===== config.mk =====
export PLATFORM = sky130hd
export DESIGN_NAME = countdown_timer_ctrl
export DESIGN_NICKNAME = d
export VERILOG_FILES = /design/src/rtl/timer_pkg.sv /design/src/rtl/tick_prescaler.sv /design/src/rtl/countdown_timer_ctrl.sv
export SDC_FILE = /design/constraint.sdc
export NUM_CORES = 1
export LEC_CHECK = 0
export CORE_UTILIZATION = 47
export CTS_CLUSTER_DIAMETER = 150
export DETAILED_ROUTE_END_ITERATION = 10
export GPL_ROUTABILITY_DRIVEN = 1
export GPL_TIMING_DRIVEN = 0
export HOLD_SLACK_MARGIN = 0.15
export PLACE_DENSITY = 0.78
export SYNTH_ARGS = -nofsm -noshare
export SYNTH_HDL_FRONTEND = slang
export SYNTH_HIERARCHICAL = 1
export SYNTH_SLANG_ARGS = --single-unit

===== constraint.sdc =====
create_clock -name clk -period 1.85 [get_ports clk]
set_input_delay 0.2775 -clock clk [delete_from_list [all_inputs] [get_ports clk]]
set_output_delay 0.2775 -clock clk [all_outputs]
set_load 0.005 [all_outputs]

===== src/rtl/timer_pkg.sv =====
// Shared types, constants and BCD helpers for the countdown timer controller.
package timer_pkg;

   localparam int DIGIT_W = 4;

   typedef logic [DIGIT_W-1:0] digit_t;

   typedef enum logic [1:0] {
      IDLE  = 2'd0,
      RUN   = 2'd1,
      PAUSE = 2'd2,
      DONE  = 2'd3
   } state_e;

   localparam digit_t BCD_MAX  = 4'd9;
   localparam digit_t TENS_MAX = 4'd5;

   typedef struct packed {
      digit_t min;
      digit_t tens;
      digit_t ones;
   } time_t;

   function automatic logic digit_ok(input digit_t d);
      return d <= BCD_MAX;
   endfunction

   function automatic logic time_is_zero(input time_t t);
      return (t.min == '0) && (t.tens == '0) && (t.ones == '0);
   endfunction

   function automatic logic time_is_last(input time_t t);
      return (t.min == '0) && (t.tens == '0) && (t.ones == 4'd1);
   endfunction

   // A time is runnable only when nonzero and the tens digit is a real
   // tens-of-seconds value; keyed entries such as 0:99 are rejected.
   function automatic logic time_startable(input time_t t);
      return !time_is_zero(t) && (t.tens <= TENS_MAX);
   endfunction

   // One-second BCD decrement with borrow ones -> tens -> minutes.
   // Callers never decrement 0:00, so the minutes borrow cannot underflow.
   function automatic time_t bcd_dec(input time_t t);
      time_t r;
      r = t;
      if (t.ones != '0) begin
         r.ones = t.ones - 4'd1;
      end else begin
         r.ones = BCD_MAX;
         if (t.tens != '0) begin
            r.tens = t.tens - 4'd1;
         end else begin
            r.tens = TENS_MAX;
            r.min  = t.min - 4'd1;
         end
      end
      return r;
   endfunction

endpackage


===== src/rtl/tick_prescaler.sv =====
// Divides the system clock down to a one-cycle tick every CLKS_PER_SEC cycles.
// Used by countdown_timer_ctrl only when TIMER_PRESCALE_EN is defined.
module tick_prescaler
   import timer_pkg::*;
#(
   parameter int unsigned CLKS_PER_SEC = 100000000
) (
   input  logic clk,
   input  logic reset,
   input  logic clear,
   input  logic hold,
   output logic tick
);

   localparam int unsigned CNT_W = (CLKS_PER_SEC > 1) ? $clog2(CLKS_PER_SEC) : 1;
   localparam logic [CNT_W-1:0] TERM = CNT_W'(CLKS_PER_SEC - 1);

   logic [CNT_W-1:0] cnt_q;

   assign tick = !clear && !hold && (cnt_q == TERM);

   // NOTE: sequential state uses non-blocking (<=) so every flop samples
   // pre-edge values; blocking here would create order-dependent races.
   always_ff @(posedge clk) begin
      if (reset || clear) begin
         cnt_q <= '0;
      end else if (!hold) begin
         if (cnt_q == TERM) begin
            cnt_q <= '0;
         end else begin
            cnt_q <= cnt_q + 1'b1;
         end
      end
   end

endmodule


===== src/rtl/countdown_timer_ctrl.sv =====
// Keypad-entry BCD countdown timer: IDLE/RUN/PAUSE/DONE FSM driving three digits.
// Define TIMER_PRESCALE_EN to derive the 1 Hz tick internally from CLKS_PER_SEC.
module countdown_timer_ctrl
   import timer_pkg::*;
#(
   parameter int unsigned CLKS_PER_SEC = 100000000
) (
   input  logic               clk,
   input  logic               reset,
   input  logic               sec_tick,
   input  logic [DIGIT_W-1:0] key_digit,
   input  logic               key_valid,
   input  logic               start,
   input  logic               stop_clear,
   output logic [DIGIT_W-1:0] min,
   output logic [DIGIT_W-1:0] sec_tens,
   output logic [DIGIT_W-1:0] sec_ones,
   output logic               running,
   output logic               done
);

   state_e state_q;
   time_t  time_q;
   logic   running_q;
   logic   done_q;
   logic   tick;

`ifdef TIMER_PRESCALE_EN
   tick_prescaler #(
      .CLKS_PER_SEC (CLKS_PER_SEC)
   ) u_prescaler (
      .clk   (clk),
      .reset (reset),
      .clear ((state_q == IDLE) || (state_q == DONE)),
      .hold  (state_q == PAUSE),
      .tick  (tick)
   );
`else
   // A zero CLKS_PER_SEC describes a design with no time base at all.
   assign tick = sec_tick && (CLKS_PER_SEC != 0);
`endif

   always_ff @(posedge clk) begin
      if (reset) begin
         state_q   <= IDLE;
         time_q    <= '0;
         running_q <= 1'b0;
         done_q    <= 1'b0;
      end else begin
         unique case (state_q)
            IDLE: begin
               if (stop_clear) begin
                  time_q <= '0;
               end else if (start) begin
                  if (time_startable(time_q)) begin
                     state_q   <= RUN;
                     running_q <= 1'b1;
                  end
               end else if (key_valid && digit_ok(key_digit)) begin
                  time_q <= {time_q.tens, time_q.ones, key_digit};
               end
            end

            RUN: begin
               if (stop_clear) begin
                  state_q   <= PAUSE;
                  running_q <= 1'b0;
               end else if (tick) begin
                  time_q <= bcd_dec(time_q);
                  if (time_is_last(time_q)) begin
                     state_q   <= DONE;
                     running_q <= 1'b0;
                     done_q    <= 1'b1;
                  end
               end
            end

            PAUSE: begin
               if (stop_clear) begin
                  state_q <= IDLE;
                  time_q  <= '0;
               end else if (start) begin
                  state_q   <= RUN;
                  running_q <= 1'b1;
               end
            end

            DONE: begin
               // Any request only acknowledges completion; it is not replayed in IDLE.
               if (start || stop_clear || key_valid) begin
                  state_q <= IDLE;
                  done_q  <= 1'b0;
               end
            end
         endcase
      end
   end

   assign min      = time_q.min;
   assign sec_tens = time_q.tens;
   assign sec_ones = time_q.ones;
   assign running  = running_q;
   assign done     = done_q;

endmodule


# Word level (Yosys, flattened, before mapping)
# Index checks and enable logic that the tools add are counted.
# classes
n_mux,35
order_cmp,2
eq_ne,21
n_reduce_logical,22
add_sub_neg,3
# op_table
cell,n
2-to-1 mux 12 bit,6
one-hot mux 12 bit (3 select lines),1
!= test 2 bit (second input constant),12
2-to-1 mux 2 bit,9
AND reduction 8 bit,2
!= test 3 bit (second input constant),5
AND reduction 7 bit,2
logical NOT 4 bit,3
2-to-1 mux 1 bit,12
2-to-1 mux 4 bit,3
subtractor 4 x 1 -> 4 bit (second input constant),3
2-to-1 mux 8 bit,1
one-hot mux 2 bit (4 select lines),1
nonzero test 4 bit,2
AND reduction 6 bit,1
logical AND 1 bit,5
AND reduction 5 bit,1
equality test 2 bit (second input constant),2
equality test 4 x 1 -> 1 bit (second input constant),1
less-or-equal comparator 4 x 3 -> 1 bit (second input constant),1
less-or-equal comparator 4 bit (second input constant),1
one-hot mux 1 bit (3 select lines),1
nonzero test 3 bit,1
equality test 2 x 1 -> 1 bit (second input constant),1
other kinds (5),6
# word_totals
register_bits,16

# Longest topological paths before layout
# Gate-level depths: netlist of the first run.
# depth
depth_word,9
ltp_mapped,8

# Worst setup path after synthesis of the first run
# OpenSTA, ideal clock, no wires.
# synth_path
kind,reg-to-reg
from,reg time_q (netlist bit sec_tens[0])
to,reg state_q[0]
arrival_time_ps,1737
path_stages_with_launch,7
n_path_buf,0
slack_ps,-10
synth_period_minus_slack_ps,1860
t_required_ps,1727
path_cell_list,dfxtp_1 inv_1 ha_1 nor3b_2 and4_1 nor4b_2 mux2_1
# synth_via
elab_chain_len,7
# synth_rtl
item,line,rtl
start: declaration,countdown_timer_ctrl.sv:23,time_t time_q;
start signal: assignment,countdown_timer_ctrl.sv:60,"time_q <= {time_q.tens, time_q.ones, key_digit};"
start signal: assignment,countdown_timer_ctrl.sv:69,time_q <= bcd_dec(time_q);
branches (longest 6 deep; another with less-or-equal comparator 4 x 3 -> 1 bit),-,
AND reduction 7 bit (no line) *,-,
end signal: assignment,countdown_timer_ctrl.sv:45,state_q <= IDLE;
end signal: assignment,countdown_timer_ctrl.sv:56,state_q <= RUN;
end signal: assignment,countdown_timer_ctrl.sv:66,state_q <= PAUSE;
end: declaration,countdown_timer_ctrl.sv:22,state_e state_q;
# Every way passes the cells marked *.
# A chain may end at the register's enable or synchronous reset.

# Worst setup path after layout of the first run
# layout_path
from,reg state_q[0]
to,reg time_q (netlist bit min[1])
# layout_via
elab_chain_len,3
# layout_rtl
item,line,rtl
"equality test 2 x 1 -> 1 bit, or another cell as far along",countdown_timer_ctrl.sv:50,unique case (state_q)
"!= test 2 bit (no line), or another cell as far along",-,
AND reduction 8 bit (no line),-,
# Several ways; a longest one is shown, not always the timed one.

==> metrics.txt, run 1 <==
number of enable flip-flop cells after synthesis=0; RSZ-0062 raised after global routing=yes; critical path's largest stage delay=0.38 ns; share of flip-flops with an asynchronous set or reset after synthesis=0%; Slew @ Worst Pin=0.5612 ns; #FFs+latches synth=16; cell count along the critical path=7; type of the worst min-delay path=in -> reg; highest achievable clock rate=540.3 MHz; power density of the placed cells=1658 mW/mm2; fill cell count=176; number of cells on the worst hold path=2; final setup margin=-0.0008284 ns; Slew Limit Fails=0; sw frac=43.56%; placer's final routability congestion estimate=0.8569; commonest non-fill, non-tap cell in the layout=sky130_fd_sc_hd__clkdlybuf4s50_1; aggregate global routing overflow=0; violated checks=negative setup slack; share of layout cells above drive strength 1=33.33%; Int Power=1.751 mW; synthesis-to-layout area growth=43.16%; number of nets produced by synthesis=175; WL/cell=18.40 um; Rows=18; sequential share of power=21.5%; result of the run=finished with violations; number of standard cells after synthesis=153; number of antenna repair diodes=0; wire length of the first global-routing pass=5589 um; initial detailed-routing violation count=59; mean post-synth cell area=8.546 um2; cell at the slowest stage of the critical path=sky130_fd_sc_hd__dfxtp_2; via count of the routed design=1386; Post-CTS Hold Fix Bufs=0; Net count, final=209; clock buffers created by TritonCTS=3; Buffers on Ports=21; DRC violations left=0; via-per-instance ratio=6.417; commonest cells after routing, fill and taps aside=21 x sky130_fd_sc_hd__clkdlybuf4s50_1, 14 x sky130_fd_sc_hd__a21oi_1, 10 x sky130_fd_sc_hd__buf_4; Ys Warns=6; Hold Vio Cnt, Final=0; clock transition at the register clock pins on the worst setup and hold paths after CTS=0.10 ns; max-cap violations=0; switching pwr=1.352 mW; share of the cycle needed by the critical path after routing=100.0%; Die Area=0.002997 mm2; Design Area, Final=0.001872 mm2; distinct cell type count of the synthesized netlist=45; clock tree buffer depth=2; portion of the post-synthesis area used by sequential elements=24.50%; setup-violating endpoint count in the final report=1; CP Class=reg -> reg; vias in the first global route=1234; part of the power in the clock network=8.0%; Die Wd=54.75 um; number of nets with antenna violations after detailed routing=0; area inside the core boundary=0.002545 mm2; maximum number of pins on one net before global-route repair=11; TritonCTS clock tree=done; library cell used as clock root buffer=sky130_fd_sc_hd__clkbuf_4; delay-heaviest family, CP=compound AO/OA/AOI/OAI gates; flip-flop cell with the highest count after synthesis=sky130_fd_sc_hd__dfxtp_1; HPWL after DPL=2421 um; synthesized area=0.001308 mm2; ports placed on the boundary=24; overall track demand over capacity in global routing=26.55%; Tmin final=1.851 ns; number of antenna violations at the first check in global routing=0; depth of the worst register-to-register path=7; CP Data Required Time=2.05 ns; Clock Sinks=16; Pre-Repair DR Iteration Count=4; worst ir drop on vdd=1.019 mV; insertion delay of the later-clocked pin in the worst-skew pair=0.30 ns; starting density of the core=51.38%; instance area after placement=0.001558 mm2; setup total negative slack=-0.0008284 ns; Comb power frac=70.5%; final WL=3974 um; leakage dissipation=0.6937 nW; nature of the critical path endpoint=flop; number of buffer and inverter stages on the critical path=2; slack of the worst reg-to-reg path=-0.0008 ns; die height=54.75 um; worst slew margin relative to its limit=62.58%; data arrival at the endpoint of the critical path=2.05 ns; Clock Skews=0.001714 ns; critical-path cell list=inv_1 > ha_1 > nor2b_1 > a21oi_4 > buf_4 > a41oi_1 > a311oi_1; Worst Path Max Fanout=10; deepest level of the CTS H-tree=1; startpoint class of the critical path=flop
worst paths after layout:
path                                   end       start
worst max-delay path                min[1]  state_q[0]
worst min-delay path                min[0]       reset
worst max register to register      min[1]  state_q[0]
worst min register to register  state_q[1]  state_q[1]
power groups by stage:
stage	combinational, mW	sequential [mW]	clock (mW)
detailed placement	1.58	0.638	0
global route	2.35	0.686	0.269
floorplan	1.14	0.608	0
CTS	1.80	0.638	0.249
global placement	1.54	0.634	0
finish	2.19	0.669	0.247
what timing repair did:
item | in CTS | in global routing
gates resized for setup | 18 | 41
endpoints found under the setup margin | 15 | 15
pin swaps | 3 | 14
cloned | 0 | 0
buffers inserted | 5 | 4
routing by layer:
metal | track usage (%) | vias up | part of all wire, %
met4 | 14.96 | 0 | 3.0
li1 | - | 644 | -
met1 | 31.29 | 655 | 40
met3 | 5.833 | 17 | 6.2
met5 | 0 | - | 0
met2 | 43.78 | 70 | 50
cell families after synthesis:
logic type,share of synthesized area (%)
compound gates,30.72
simple gates,20.29
buf+inv,7.751
flops,24.50
fa+ha+maj,11.48
mux,3.254
xor+xnor,2.010
cells in the mapped netlist (2+ instances only):
cell                         n  area, um2
sky130_fd_sc_hd__inv_1      11      41.29
sky130_fd_sc_hd__a41oi_1     4      35.03
sky130_fd_sc_hd__xnor2_1     3      26.28
sky130_fd_sc_hd__mux2i_1     2      20.02
sky130_fd_sc_hd__nand2_1     2      7.510
sky130_fd_sc_hd__nand2b_1    6      37.54
sky130_fd_sc_hd__a21oi_1    14      70.07
sky130_fd_sc_hd__a211oi_1    9      67.56
sky130_fd_sc_hd__ha_1       12      150.1
sky130_fd_sc_hd__a311oi_1    4      35.03
sky130_fd_sc_hd__nor2_1      8      30.03
sky130_fd_sc_hd__nor3_1      6      30.03
sky130_fd_sc_hd__nor3b_1     3      22.52
sky130_fd_sc_hd__buf_6       2      22.52
sky130_fd_sc_hd__buf_2       3      15.01
sky130_fd_sc_hd__nor2b_1     4      25.02
sky130_fd_sc_hd__mux2_1      2      22.52
sky130_fd_sc_hd__o31ai_1     2      15.01
sky130_fd_sc_hd__dfxtp_1    16      320.3
sky130_fd_sc_hd__a31oi_1     9      56.30
sky130_fd_sc_hd__clkbuf_1    3      11.26
sky130_fd_sc_hd__a2bb2oi_1   3      26.28
sky130_fd_sc_hd__o21ai_0     2      10.01
sky130_fd_sc_hd__and3_1      2      12.51
stage by stage:
step | cells | hold slack, ns | setup WS, ns | total power [mW] | utilization, %
2_1_floorplan | 153 | 0.4937 | 0.01723 | 1.744 | -
3_3_place_gp | 204 | 0.5202 | -0.1954 | 2.176 | 61.21
3_5_place_dp | 204 | 0.5489 | -0.2070 | 2.223 | 61.21
4_1_cts | 213 | 0.3995 | -0.01776 | 2.687 | 66.42
5_1_grt | 216 | 0.4132 | -0.1167 | 3.300 | 73.55
6_report | 216 | 0.4155 | -0.0008284 | 3.103 | 73.55
registers in the layout, summed over array words and instances, names as in the netlist:
register / flops
done: 1
sec_ones: 4
sec_tens: 4
running: 1
state_q: 2
min: 4
layout make-up:
class | instances | area [um2] | share of cell area [%]
multi-input combinational | 116 | 1057 | 56.48
sequential | 16 | 341.6 | 18.25
timing repair buffer | 30 | 281.5 | 15.04
buffer | 9 | 66.31 | 3.543
inverter | 11 | 51.30 | 2.741
tap | 30 | 37.54 | 2.005
clock buffer | 4 | 36.28 | 1.938
Power figures use the tool's default switching activity.
==> inputs of run 2 (changes only) <==
--- a/config.mk
+++ b/config.mk
@@ -6,5 +6,6 @@
 export NUM_CORES = 1
 export LEC_CHECK = 0
-export CORE_UTILIZATION = 47
+export CORE_UTILIZATION = 49
+export CTS_BUF_LIST = sky130_fd_sc_hd__clkbuf_8
 export CTS_CLUSTER_DIAMETER = 150
 export DETAILED_ROUTE_END_ITERATION = 10
@@ -12,5 +13,6 @@
 export GPL_TIMING_DRIVEN = 0
 export HOLD_SLACK_MARGIN = 0.15
-export PLACE_DENSITY = 0.78
+export PLACE_DENSITY = 0.8
+export REMOVE_ABC_BUFFERS = 1
 export SYNTH_ARGS = -nofsm -noshare
 export SYNTH_HDL_FRONTEND = slang
==> constraint.sdc (replaced) <==
create_clock -name clk -period 1.85 [get_ports clk]
set_input_delay 0.2775 -clock clk [delete_from_list [all_inputs] [get_ports clk]]
set_output_delay 0.2775 -clock clk [all_outputs]
set_load 0.02 [all_outputs]
==> run 2 against run 1 <==
Hold slack improved by 0.15 ns. Clock skew rose by 0.0037 ns. The run still ends with negative setup slack left. Largest power group unchanged. Largest cell class unchanged. Routed wire length rose by 10%. Count of clock-buffer cells in the layout did not move. Combinational power rose by 8%. Worst setup slack got worse by 0.014 ns. Highest routed layer unchanged.
==> metrics.txt, run 2 (synthesis gave the netlist of run 1 again) <==
Die Area=0.002879 mm2 (-3.9%); ports placed on the boundary=24 (unchanged); deepest level of the CTS H-tree=1 (unchanged); highest achievable clock rate=536.3 MHz (-0.74%); aggregate global routing overflow=0 (unchanged); HPWL after DPL=2319 um (-4.2%); nature of the critical path endpoint=flop; vias in the first global route=1255 (+1.7%); via-per-instance ratio=6.838 (+6.6%); CP Data Required Time=2.00 ns (-0.05 ns); Seq. cell area=339.1 um2 (-0.73%); setup total negative slack=-0.01514 ns (-0.01431 ns); WL/cell=20.32 um (+10%); max-cap violations=0 (unchanged); Clock Skews=0.005374 ns (+0.003659 ns); Endpoint, Worst Hold=state_q[1]; Die Wd=53.66 um (-2.0%); clock transition at the register clock pins on the worst setup and hold paths after CTS=0.07 ns (-0.03 ns); commonest non-fill, non-tap cell in the layout=sky130_fd_sc_hd__clkdlybuf4s50_1; Worst Path Max Fanout=4 (-6); final setup margin=-0.01456 ns (-0.01373 ns); slack of the worst reg-to-reg path=-0.01 ns (about the same); via count of the routed design=1477 (+6.6%); number of antenna repair diodes=0 (unchanged); post-layout total power=3.382 mW (+9.0%); Hold Vio Cnt, Final=0 (unchanged); insertion delay of the later-clocked pin in the worst-skew pair=0.26 ns (-0.04 ns); type of the worst min-delay path=reg -> reg; number of cells on the worst hold path=2 (unchanged); setup-violating endpoint count in the final report=2 (+1); number of nets with antenna violations after detailed routing=0 (unchanged); power density of the placed cells=1774 mW/mm2 (+7.0%); multi-input combinational cell area=0.001069 mm2 (+1.1%); clock buffers created by TritonCTS=3 (unchanged); TritonCTS clock tree=done; initial detailed-routing violation count=100 (+69%); RSZ-0062 raised after global routing=yes; starting density of the core=52.30% (+0.93 points); hold_sp=state_q[1]; CP Class=reg -> reg; violated checks=negative setup slack; number of antenna violations at the first check in global routing=0 (unchanged); overall track demand over capacity in global routing=28.76% (+2.2 points); Clock Sinks=16 (unchanged); Net count, final=209 (unchanged); fill cell count=162 (-8.0%); worst slew margin relative to its limit=47.81% (-15 points); depth of the worst register-to-register path=6 (-1); final WL=4390 um (+10%); placer's final routability congestion estimate=0.8532 (-0.43%); share of layout cells above drive strength 1=32.80% (-0.54 points); Tmin final=1.865 ns (+0.01373 ns); origin of the critical flop-to-flop path=sec_tens[1]; Post-CTS Hold Fix Bufs=0 (unchanged); commonest cells after routing, fill and taps aside=22 x sky130_fd_sc_hd__clkdlybuf4s50_1, 14 x sky130_fd_sc_hd__a21oi_1, 13 x sky130_fd_sc_hd__buf_4; synthesis-to-layout area growth=45.84%; worst ir drop on vdd=1.295 mV (+27%); result of the run=finished with violations; DRC violations left=0 (unchanged); r2r endpoint=state_q[0]; area inside the core boundary=0.002500 mm2 (-1.8%); data arrival at the endpoint of the critical path=2.02 ns (-0.03 ns); Slew @ Worst Pin=0.7805 ns (+0.2192 ns); Buffers on Ports=23 (+9.5%); maximum number of pins on one net before global-route repair=20 (+9); Slew Limit Fails=0 (unchanged); startpoint class of the critical path=flop; leakage dissipation=0.7080 nW (+2.1%); Pre-Repair DR Iteration Count=7 (+3); wire length of the first global-routing pass=5809 um (+3.9%); clock tree buffer depth=2 (unchanged); share of the cycle needed by the critical path after routing=100.8% (+0.74 points); library cell used as clock root buffer=sky130_fd_sc_hd__clkbuf_8; die height=53.66 um (-2.0%); Rows=18 (unchanged)
[run 2: report_power, final]
group | leakage [nW] | internal (mW) | total (mW) | switching [mW]
clock network | 0.0288 | 0.189 | 0.324 | 0.135
logic | 0.544 | 1.19 | 2.36 | 1.17
registers | 0.135 | 0.484 | 0.697 | 0.212
[run 2: worst max-delay path by stage]
stage                 from     endpoint  slack (ns)  depth (start not counted)
6_report       sec_tens[1]   state_q[0]       -0.01                          6
3_5_place_dp    stop_clear       min[3]       -0.40                          5
2_1_floorplan  sec_tens[0]   state_q[0]       -0.15                          6
5_1_grt        sec_tens[0]   state_q[0]       -0.07                          6
4_1_cts        sec_ones[1]  sec_tens[3]       0.001                          7
3_3_place_gp    stop_clear       min[2]       -0.37                          5
[run 2: final cells by class]
cell class | instances | share of cell area (%)
Multi-Input combinational cell | 117 | 56.04
Sequential cell | 16 | 17.78
Timing Repair Buffer | 38 | 18.77
Inverter | 11 | 2.559
Clock buffer | 4 | 2.887
Tap cell | 30 | 1.969
[run 2: metal layers]
metal / vias to the layer above / part of all wire [%] / track usage (%)
met5: - / 0 / 0
met4: 0 / 3.5 / 17.54
met3: 22 / 9.4 / 6.497
met2: 117 / 49 / 47.29
met1: 687 / 38 / 33.73
li1: 651 / - / -
[run 2: stage by stage]
step / area (um2) / cells / hold WS (ns) / worst slack (ns) / util [%]
floorplan: 1247 / 143 / 0.3496 / -0.1462 / -
global placement: 1515 / 196 / 0.5164 / -0.3714 / 60.61
detailed placement: 1515 / 196 / 0.5457 / -0.3990 / 60.61
CTS: 1687 / 202 / 0.5571 / 0.001453 / 67.47
global route: 1907 / 216 / 0.5925 / -0.07366 / 76.28
finish: 1907 / 216 / 0.5684 / -0.01456 / 76.28
[run 2: repair_timing]
item | in CTS | in global routing
setup endpoints to repair | 15 | 15
pin swaps | 7 | 14
gates resized for setup | 27 | 29
cloned | 0 | 1
setup buffers | 2 | 13
endpoints found under the hold margin | 0 | 0
[run 2: critical path, stage by stage, from the launching register on]
cell and delay, ns:
sky130_fd_sc_hd__dfxtp_4 0.36, sky130_fd_sc_hd__inv_4 0.08, sky130_fd_sc_hd__ha_4 0.14, sky130_fd_sc_hd__nor3b_4 0.32
sky130_fd_sc_hd__a31oi_4 0.18, sky130_fd_sc_hd__nor4b_4 0.34, sky130_fd_sc_hd__mux2_4 0.32
==> inputs of run 3 (changes only) <==
- CORE_ASPECT_RATIO: not set -> 0.8
- GPL_ROUTABILITY_DRIVEN: 1 -> not set
==> run 3 against run 2 <==
The run still ends with negative setup slack left. Global-route usage decreased by 2.4 points. Critical path depth unchanged. Core utilization grew 0.59 points. Sequential share of layout area fell by 0.077 points. Highest routed layer unchanged.
==> metrics.txt, run 3 (synthesis gave the netlist of run 1 again) <==
result of the run=finished with violations; violated checks=negative setup slack; Clock Skews=0.001598 ns (-0.003776 ns); clock buffers created by TritonCTS=3 (unchanged); cell at the slowest stage of the critical path=sky130_fd_sc_hd__nor4b_4; TritonCTS clock tree=done; number of buffer and inverter stages on the critical path=1 (unchanged); vias in the first global route=1134 (-9.6%); power density of the placed cells=1737 mW/mm2 (-2.1%); Most Used Layer, Global Route=met2; wire length of the first global-routing pass=5526 um (-4.9%); delay-heaviest family, CP=simple AND/OR/NAND/NOR gates; clock tree buffer depth=2 (unchanged); commonest non-fill, non-tap cell in the layout=sky130_fd_sc_hd__clkdlybuf4s50_1; Buffers on Ports=23 (unchanged); Tmin final=1.921 ns (+0.05633 ns); Net count, final=208 (-0.48%); HPWL after DPL=2366 um (+2.0%); worst ir drop on vdd=1.106 mV (-15%); starting density of the core=52.67% (+0.37 points); startpoint class of the critical path=flop; type of the worst min-delay path=reg -> reg; commonest cells after routing, fill and taps aside=22 x sky130_fd_sc_hd__clkdlybuf4s50_1, 14 x sky130_fd_sc_hd__a21oi_1, 14 x sky130_fd_sc_hd__buf_4; data arrival at the endpoint of the critical path=2.07 ns (+0.05 ns); Worst Path Max Fanout=4 (unchanged); Pre-Repair DR Iteration Count=5 (-2); global routing usage on met1=35.36% (+1.6 points); Post-Route Hold Slack=0.5497 ns (-0.01878 ns); global-route met3 utilization=6.101% (-0.40 points); final setup margin=-0.07088 ns (-0.05633 ns); multi-input combinational cell area=0.001085 mm2 (+1.5%); Seq. cell area=337.8 um2 (-0.37%); CP Class=reg -> reg; Clock Sinks=16 (unchanged); number of antenna violations at the first check in global routing=0 (unchanged); area inside the core boundary=0.002482 mm2 (-0.70%); setup-violating endpoint count in the final report=2 (unchanged); Die Wd=59.76 um (+11%); RSZ-0062 raised after global routing=yes; number of antenna repair diodes=0 (unchanged); non-filler instance count after layout=221 (+2.3%); Rows=16 (-2); deepest level of the CTS H-tree=1 (unchanged); Slew Limit Fails=0 (unchanged); Hold Vio Cnt, Final=0 (unchanged); number of cells on the worst hold path=2 (unchanged); aggregate global routing overflow=0 (unchanged); Die Area=0.002880 mm2 (about the same); worst slew margin relative to its limit=50.92% (+3.1 points); critical path's largest stage delay=0.39 ns (+0.03 ns); insertion delay of the later-clocked pin in the worst-skew pair=0.26 ns (about the same); WL/cell=18.95 um (-6.7%); via-per-instance ratio=6.593 (-3.6%); clock transition at the register clock pins on the worst setup and hold paths after CTS=0.07 ns (about the same); final WL=4189 um (-4.6%); initial detailed-routing violation count=135 (+35%); highest achievable clock rate=520.6 MHz (-2.9%); maximum number of pins on one net before global-route repair=20 (unchanged); Slew @ Worst Pin=0.7339 ns (-0.04660 ns); depth of the worst register-to-register path=6 (unchanged); placer's final routability congestion estimate=0.8593 (+0.71%); leakage dissipation=0.6896 nW (-2.6%); synthesis-to-layout area growth=45.93% (about the same); nature of the critical path endpoint=flop; cell count along the critical path=6 (unchanged); critical-path cell list=inv_1 > ha_4 > nor3b_4 > a31oi_4 > nor4b_4 > mux2_4; number of placed instances, taps included=202 (+3.1%); share of the cycle needed by the critical path after routing=103.8% (+3.0 points); global routing met2 resource utilization=41.11% (-6.2 points); overall track demand over capacity in global routing=26.35% (-2.4 points); max-cap violations=0 (unchanged); CP Data Required Time=2.00 ns (about the same); die height=48.20 um (-10%); library cell used as clock root buffer=sky130_fd_sc_hd__clkbuf_8; Post-CTS Hold Fix Bufs=0 (unchanged); fill cell count=162 (unchanged); number of nets with antenna violations after detailed routing=0 (unchanged); ports placed on the boundary=24 (unchanged); via count of the routed design=1457 (-1.4%); DRC violations left=0 (unchanged); share of layout cells above drive strength 1=30.81% (-2.0 points)
==> run 3: path summary, 6_finish.rpt <==
path / from / end / slack (ns)
worst max-delay path: min[1] / state_q[0] / -0.07
worst max register to register: min[1] / state_q[0] / -0.07
worst min register to register: state_q[1] / state_q[1] / 0.55
worst min-delay path: state_q[1] / state_q[1] / 0.55
==> run 3: tightest hold or removal path: cells and delay by family, from the launching register on <==
| kind | cells | cell delay [ns] |
|---|---|---|
| flops | 1 | 0.36 |
| simple gates | 1 | 0.09 |
| mux | 1 | 0.06 |
==> run 3: layout make-up <==
type | instances | area share, %
Clock buffer | 4 | 2.885
Inverter | 11 | 2.689
Multi-Input combinational cell | 117 | 56.85
Sequential cell | 16 | 17.70
Tap cell | 36 | 2.361
Timing Repair Buffer | 37 | 17.51
==> run 3: routing by layer <==
metal | wire [um] | vias to the layer above
met5 | 0 | -
met4 | 116 | 0
met3 | 376 | 17
met2 | 1953 | 97
met1 | 1743 | 691
li1 | - | 652
==> run 3: report_power, final <==
| group | switching [mW] | leakage, nW | internal, mW |
|---|---|---|---|
| clock | 0.138 | 0.0288 | 0.190 |
| combinational | 1.14 | 0.526 | 1.14 |
| sequential | 0.226 | 0.135 | 0.483 |
==> run 3: what timing repair did <==
item,CTS,global route
gates resized for setup,29,26
gates cloned,0,1
endpoints found under the setup margin,15,15
pin swaps,4,6
setup buffers,2,12
==> run 3: through the flow <==
| stage | total power [mW] | cell area (um2) | setup slack (ns) | setup TNS, ns | utilization (%) |
|---|---|---|---|---|---|
| after floorplan | 1.774 | 1247 | -0.1462 | -0.2642 | - |
| after global placement | 2.204 | 1523 | -0.3546 | -3.937 | 61.34 |
| after detailed placement | 2.266 | 1523 | -0.4077 | -4.438 | 61.34 |
| after CTS | 2.830 | 1680 | 0.008305 | 0 | 67.69 |
| after global routing | 3.485 | 1908 | -0.1620 | -0.6421 | 76.86 |
| final | 3.315 | 1908 | -0.07088 | -0.1205 | 76.86 |
